<file path="src/rtl/add_sub_pkg.sv">
`default_nettype none
// ============================================================================
// add_sub_pkg : flag bit layout and operation encoding for pipelined_add_sub
// Revision    : 1.0
// ============================================================================
package add_sub_pkg;

  localparam int FLAG_N = 3;
  localparam int FLAG_Z = 2;
  localparam int FLAG_C = 1;
  localparam int FLAG_V = 0;

  typedef logic [3:0] flags_t;

  typedef enum logic {
    OP_ADD = 1'b0,
    OP_SUB = 1'b1
  } op_t;

endpackage
`default_nettype wire

</file>
<file path="src/rtl/add_sub_segment.sv">
`default_nettype none
// ============================================================================
// add_segment : SEG_W-bit ripple adder built from full_adder cells; exposes the
//               carry into its MSB so the final stage can derive overflow.
// Revision    : 1.0
// ============================================================================
module add_segment #(
  parameter int SEG_W = 16
) (
  input  logic [SEG_W-1:0] a,
  input  logic [SEG_W-1:0] b,
  input  logic             cin,
  output logic [SEG_W-1:0] sum,
  output logic             cout,
  output logic             msb_cin
);

  logic [SEG_W:0] carry;

  assign carry[0] = cin;

  for (genvar i = 0; i < SEG_W; i++) begin : g_bit
    full_adder u_fa (
      .a    (a[i]),
      .b    (b[i]),
      .cin  (carry[i]),
      .sum  (sum[i]),
      .cout (carry[i+1])
    );
  end

  assign cout    = carry[SEG_W];
  assign msb_cin = carry[SEG_W-1];

endmodule
`default_nettype wire

</file>
<file path="src/rtl/full_adder.sv">
`default_nettype none
// ============================================================================
// full_adder : single-bit full adder cell used to build the ripple segments
// Revision   : 1.0
// ============================================================================
module full_adder (
  input  logic a,
  input  logic b,
  input  logic cin,
  output logic sum,
  output logic cout
);

  assign sum  = a ^ b ^ cin;
  assign cout = (a & b) | (cin & (a ^ b));

endmodule
`default_nettype wire

</file>
<file path="src/rtl/pipelined_add_sub.sv">
`default_nettype none
// ============================================================================
// pipelined_add_sub : WIDTH-bit add/subtract, carry chain split over STAGES
//                     registered segments, valid/ready with global stall, NZCV.
//                     Optional clamping on signed overflow: ADD_SUB_SATURATE_EN.
// Revision          : 1.0
// ============================================================================
module pipelined_add_sub
  import add_sub_pkg::*;
#(
  parameter int WIDTH  = 64,
  parameter int STAGES = 4
) (
  input  logic             clk,
  input  logic             reset_n,
  input  logic             in_valid,
  output logic             in_ready,
  input  logic [WIDTH-1:0] a,
  input  logic [WIDTH-1:0] b,
  input  logic             sub,
`ifdef ADD_SUB_SATURATE_EN
  input  logic             sat,
`endif
  output logic             out_valid,
  input  logic             out_ready,
  output logic [WIDTH-1:0] result,
  output logic [3:0]       flags
);

  localparam int SEG_W = WIDTH / STAGES;

  logic advance;
  op_t  op;

  // Stage-k inputs: index 0 comes from the ports, index k+1 from register k.
  logic             s_vld [0:STAGES-1];
  logic [WIDTH-1:0] s_a   [0:STAGES-1];
  logic [WIDTH-1:0] s_b   [0:STAGES-1];
  logic [WIDTH-1:0] s_res [0:STAGES-1];
  logic             s_cy  [0:STAGES-1];
  logic             s_sat [0:STAGES-1];

  assign advance  = out_ready || !out_valid;
  assign in_ready = advance;
  assign op       = sub ? OP_SUB : OP_ADD;

  assign s_vld[0] = in_valid;
  assign s_a[0]   = a;
  assign s_b[0]   = (op == OP_SUB) ? ~b : b;
  assign s_res[0] = '0;
  assign s_cy[0]  = (op == OP_SUB);
`ifdef ADD_SUB_SATURATE_EN
  assign s_sat[0] = sat;
`else
  assign s_sat[0] = 1'b0;
`endif

  for (genvar k = 0; k < STAGES; k++) begin : g_stage
    logic [SEG_W-1:0] seg_sum;
    logic             seg_cout;
    logic             seg_msb_cin;
    logic [WIDTH-1:0] res_next;

    add_segment #(.SEG_W(SEG_W)) u_seg (
      .a       (s_a[k][k*SEG_W +: SEG_W]),
      .b       (s_b[k][k*SEG_W +: SEG_W]),
      .cin     (s_cy[k]),
      .sum     (seg_sum),
      .cout    (seg_cout),
      .msb_cin (seg_msb_cin)
    );

    always_comb begin
      res_next                   = s_res[k];
      res_next[k*SEG_W +: SEG_W] = seg_sum;
    end

    if (k == STAGES - 1) begin : g_last
      logic             n_f;
      logic             z_f;
      logic             c_f;
      logic             v_f;
      logic [WIDTH-1:0] res_fin;
      flags_t           flags_next;
      logic             unused_last;

      // N, C and V describe the raw sum; only Z follows a clamped result.
      always_comb begin
        c_f     = seg_cout;
        v_f     = seg_msb_cin ^ seg_cout;
        n_f     = res_next[WIDTH-1];
        res_fin = res_next;
        if (s_sat[k] && v_f) begin
          res_fin = n_f ? {1'b0, {(WIDTH-1){1'b1}}} : {1'b1, {(WIDTH-1){1'b0}}};
        end
        z_f                = (res_fin == '0);
        flags_next         = '0;
        flags_next[FLAG_N] = n_f;
        flags_next[FLAG_Z] = z_f;
        flags_next[FLAG_C] = c_f;
        flags_next[FLAG_V] = v_f;
      end

      // Operand slices below the final segment are already consumed upstream.
      assign unused_last = ^{s_a[k], s_b[k]};

      always_ff @(posedge clk or negedge reset_n) begin
        if (!reset_n) begin
          out_valid <= 1'b0;
          result    <= '0;
          flags     <= '0;
        end else if (advance) begin
          out_valid <= s_vld[k];
          result    <= res_fin;
          flags     <= flags_next;
        end
      end
    end else begin : g_mid
      logic             r_vld;
      logic             r_cy;
      logic             r_sat;
      logic [WIDTH-1:0] r_a;
      logic [WIDTH-1:0] r_b;
      logic [WIDTH-1:0] r_res;
      logic             unused_mid;

      always_ff @(posedge clk or negedge reset_n) begin
        if (!reset_n) begin
          r_vld <= 1'b0;
          r_cy  <= 1'b0;
          r_sat <= 1'b0;
          r_a   <= '0;
          r_b   <= '0;
          r_res <= '0;
        end else if (advance) begin
          r_vld <= s_vld[k];
          r_cy  <= seg_cout;
          r_sat <= s_sat[k];
          r_a   <= s_a[k];
          r_b   <= s_b[k];
          r_res <= res_next;
        end
      end

      assign s_vld[k+1] = r_vld;
      assign s_cy[k+1]  = r_cy;
      assign s_sat[k+1] = r_sat;
      assign s_a[k+1]   = r_a;
      assign s_b[k+1]   = r_b;
      assign s_res[k+1] = r_res;
      assign unused_mid = seg_msb_cin;
    end
  end

endmodule
`default_nettype wire

</file>
<file path="config.mk">
export PLATFORM = sky130hd
export DESIGN_NAME = pipelined_add_sub
export DESIGN_NICKNAME = d
export VERILOG_FILES = /design/src/rtl/add_sub_pkg.sv /design/src/rtl/add_sub_segment.sv /design/src/rtl/full_adder.sv /design/src/rtl/pipelined_add_sub.sv
export SDC_FILE = /design/constraint.sdc
export NUM_CORES = 1
export LEC_CHECK = 0
export CAP_MARGIN = 20
export CORE_ASPECT_RATIO = 0.75
export CORE_UTILIZATION = 25
export CTS_BUF_LIST = sky130_fd_sc_hd__clkbuf_2 sky130_fd_sc_hd__clkbuf_4 sky130_fd_sc_hd__clkbuf_8
export DETAILED_ROUTE_END_ITERATION = 10
export HOLD_SLACK_MARGIN = 0.1
export SYNTH_ARGS = -nofsm -noshare
export SYNTH_HDL_FRONTEND = slang
export SYNTH_HIERARCHICAL = 1
export SYNTH_SLANG_ARGS = --single-unit
</file>
<file path="constraint.sdc">
create_clock -name clk -period 8.1 [get_ports clk]
set_input_delay 1.215 -clock clk [delete_from_list [all_inputs] [get_ports clk]]
set_output_delay 1.215 -clock clk [all_outputs]
set_load 0.01 [all_outputs]
</file>
==> flow_metrics.tcl <==
set metrics [dict create \
    dr.pass1.iters 5 \
    synth_top_cell_by_area "dfrtp_1" \
    via_count 11057 \
    routed_wl_um 39610 \
    cts_hold_buf 0 \
    slew-limit-headroom 0.3329 \
    fin_crit_sh 0.9613 \
    synthTopCellsByArea "dfrtp_1 59%, nand2_1 24%, fa_1 8.3%" \
    hold_path.class "reg -> reg" \
    whs_ns 0.4622 \
    ios 203 \
    multi_input_area_sq_um 5964 \
    drv_slew 0 \
    fin_area_sq_um 19770 \
    worstMarginPinSlew_ns 1.001 \
    cts_setup_buffers 0 \
    die_y_um 217.1 \
    rrSetupSlack_ns 0.69 \
    cts.repair.resized 0 \
    grt_max_degree 235 \
    synth.distinct_cells 20 \
    clkLatencyLatePin_ns 0.64 \
    port_buffers 202 \
    place_congestion 0.7963 \
    synth.most_common_cell "nand2_1" \
    path_max_fanout 1 \
    hpwl_um 27090 \
    avgViaCountPerCell 4.118 \
    max_cap_violations 0 \
    die_x_um 288.8 \
    dr.first_iter.drc_count 907 \
    fp.coreArea_sq_um 60700 \
    power.density_nw_per_um2 389.4 \
    min_from "result[0]$_DFFE_PN0P_" \
    synth_area_per_cell_sq_um 9.418 \
    min_period_ns 7.786 \
    detail-route-antenna-nets 0 \
    setup_violations 0 \
    syn_inst 1637 \
    synth_async_sr_flop_share 1.000 \
    fmax_mhz 128.4 \
    p_leak_uw 0.009585 \
    crit_type "in -> reg" \
    synth_common_cells "984 x nand2_1, 362 x dfrtp_1, 64 x fa_1" \
    p_total_uw 7698 \
    grt_pass1_wl_um 63610 \
    cts-buffers-inserted 66 \
    wl_per_cell_um 14.75 \
    clock_skew_ns 0.02082 \
    grt_pass1_vias 11531 \
    seq_area_sq_um 9059 \
    clk_pin_slew_worst_paths_ns 0.06 \
    place_area_sq_um 18180 \
    rsz0062_at_grt "false" \
    synth-edff-count 0 \
    antenna_found_initial 2 \
    ys_ff_latch 362 \
    cp-end-kind "register" \
    cts_tree "built" \
    grt.overflow.total 0 \
    h-tree-depth 3 \
    synth-seq-area-share 0.5876 \
    rr_startpoint "g_stage[2].g_mid.r_a[48]$_DFFE_PN0P_" \
    cts_buffer_depth 3 \
    synth.cell_area_sq_um 15420 \
    clock-sinks 362 \
    critical_path_arrival_ns 8.35 \
    die-area_sq_um 62680 \
    drive_above_1_share 0.07382 \
    syn2layout_area_growth_pct 28.23 \
    yosysTopAreaCellShare 0.5876 \
    nFillCells 6218 \
    peakVddDrop_uv 149.7 \
    initial_utilization 0.2540 \
    syn_nets 1834 \
    grt_usage 0.1300 \
    yosysWarnings 6 \
    hold_violations 0 \
    worst_ep_required_time_ns 8.67 \
    synth-main-ff-cell "dfrtp_1" \
    nets 2028 \
    drc 0 \
    cts_root_buffer "clkbuf_8" \
    rows 78 \
    status "finished clean" \
    crit_start "b[0]" \
    start_kind "input pin" \
]
==> flip-flops by register name, summed over array words and instances (netlist names) <==
signal               flops
g_stage.g_mid.r_cy       3
g_stage.g_mid.r_res     96
out_valid                1
flags                    3
g_stage.g_mid.r_b       96
g_stage.g_mid.r_vld      3
result                  64
g_stage.g_mid.r_a       96
==> cells by family after synthesis <==
logic type	after synthesis	synth area share
and+or+nand+nor	1007	0.2501
xor gates and xnor gates	65	0.03693
buffers and inverters	89	0.02605
DFF	362	0.5876
AOI/OAI and AO/OA	50	0.01623
adders and majority gates	64	0.08310
==> path summary, 6_finish.rpt <==
check,endpoint,depth (start not counted)
worst max-delay path,g_stage[0].g_mid.r_res[15]$_DFFE_PN0P_,20
worst min-delay path,result[0]$_DFFE_PN0P_,2
worst max register to register,flags[2]$_DFFE_PN0P_,19
worst min register to register,result[0]$_DFFE_PN0P_,2
max in group asynchronous,g_stage[0].g_mid.r_a[59]$_DFFE_PN0P_,2
min in group asynchronous,result[6]$_DFFE_PN0P_,1
==> worst max-delay path: stages <==
cell	delay, ns
clkdlybuf4s50_1	0.42
xor2_1	0.17
fa_1	0.41
fa_1	0.38
fa_1	0.40
fa_1	0.40
fa_1	0.41
fa_1	0.41
fa_1	0.40
fa_1	0.39
fa_1	0.39
fa_1	0.39
fa_1	0.39
fa_1	0.39
fa_1	0.39
fa_1	0.38
fa_1	0.39
fa_1	0.50
nand2_1	0.05
nand2_1	0.09
==> metrics by stage <==
step	setup slack [ns]	util	cells	setup TNS [ns]
after floorplan	0.03355	-	1637	0
after global placement	-0.3079	0.2995	2562	-0.5348
after detailed placement	-0.3850	0.2995	2562	-0.7066
after CTS	0.3480	0.3251	2682	0
after global routing	0.1588	0.3256	2683	0
final	0.3136	0.3257	2685	0
==> area by class of cell <==
cell class                      count  area share
Tap cell                          800     0.05063
Clock inverter                     23     0.01532
Timing Repair Buffer              214      0.1099
Antenna cell                        2   0.0002532
Multi-Input combinational cell   1186      0.3017
Inverter                            1   0.0005696
Clock buffer                       97     0.06342
Sequential cell                   362      0.4582
==> per-layer routing <==
layer	global-route usage	up-vias	wire length, um
met5	0	-	31
met1	0.1881	5347	19830
met2	0.1817	225	16290
li1	-	5398	-
met3	0.04214	83	2513
met4	0.04123	4	950
==> report_power, final <==
group	internal (uW)	leakage, uW	total (uW)	switching (uW)
clock network	1200	0.000817	2010	809
logic	1080	0.00437	2490	1410
registers	2610	0.00440	3200	589
==> placed cells by master (no fill, tap or decap), types with 2 or more instances in the layout <==
| cell | instances |
|---|---|
| clkinvlp_4 | 2 |
| clkbuf_8 | 84 |
| nor4_1 | 13 |
| o21ai_0 | 49 |
| bufinv_16 | 6 |
| fa_1 | 64 |
| diode_2 | 2 |
| xnor2_1 | 49 |
| nand4_1 | 3 |
| buf_12 | 3 |
| buf_4 | 9 |
| clkbuf_4 | 13 |
| dfrtp_1 | 362 |
| nand2_1 | 984 |
| nor4_2 | 3 |
| inv_8 | 2 |
| clkinv_2 | 11 |
| clkdlybuf4s50_1 | 200 |
| xor2_1 | 16 |
Power figures use the tool's default switching activity.
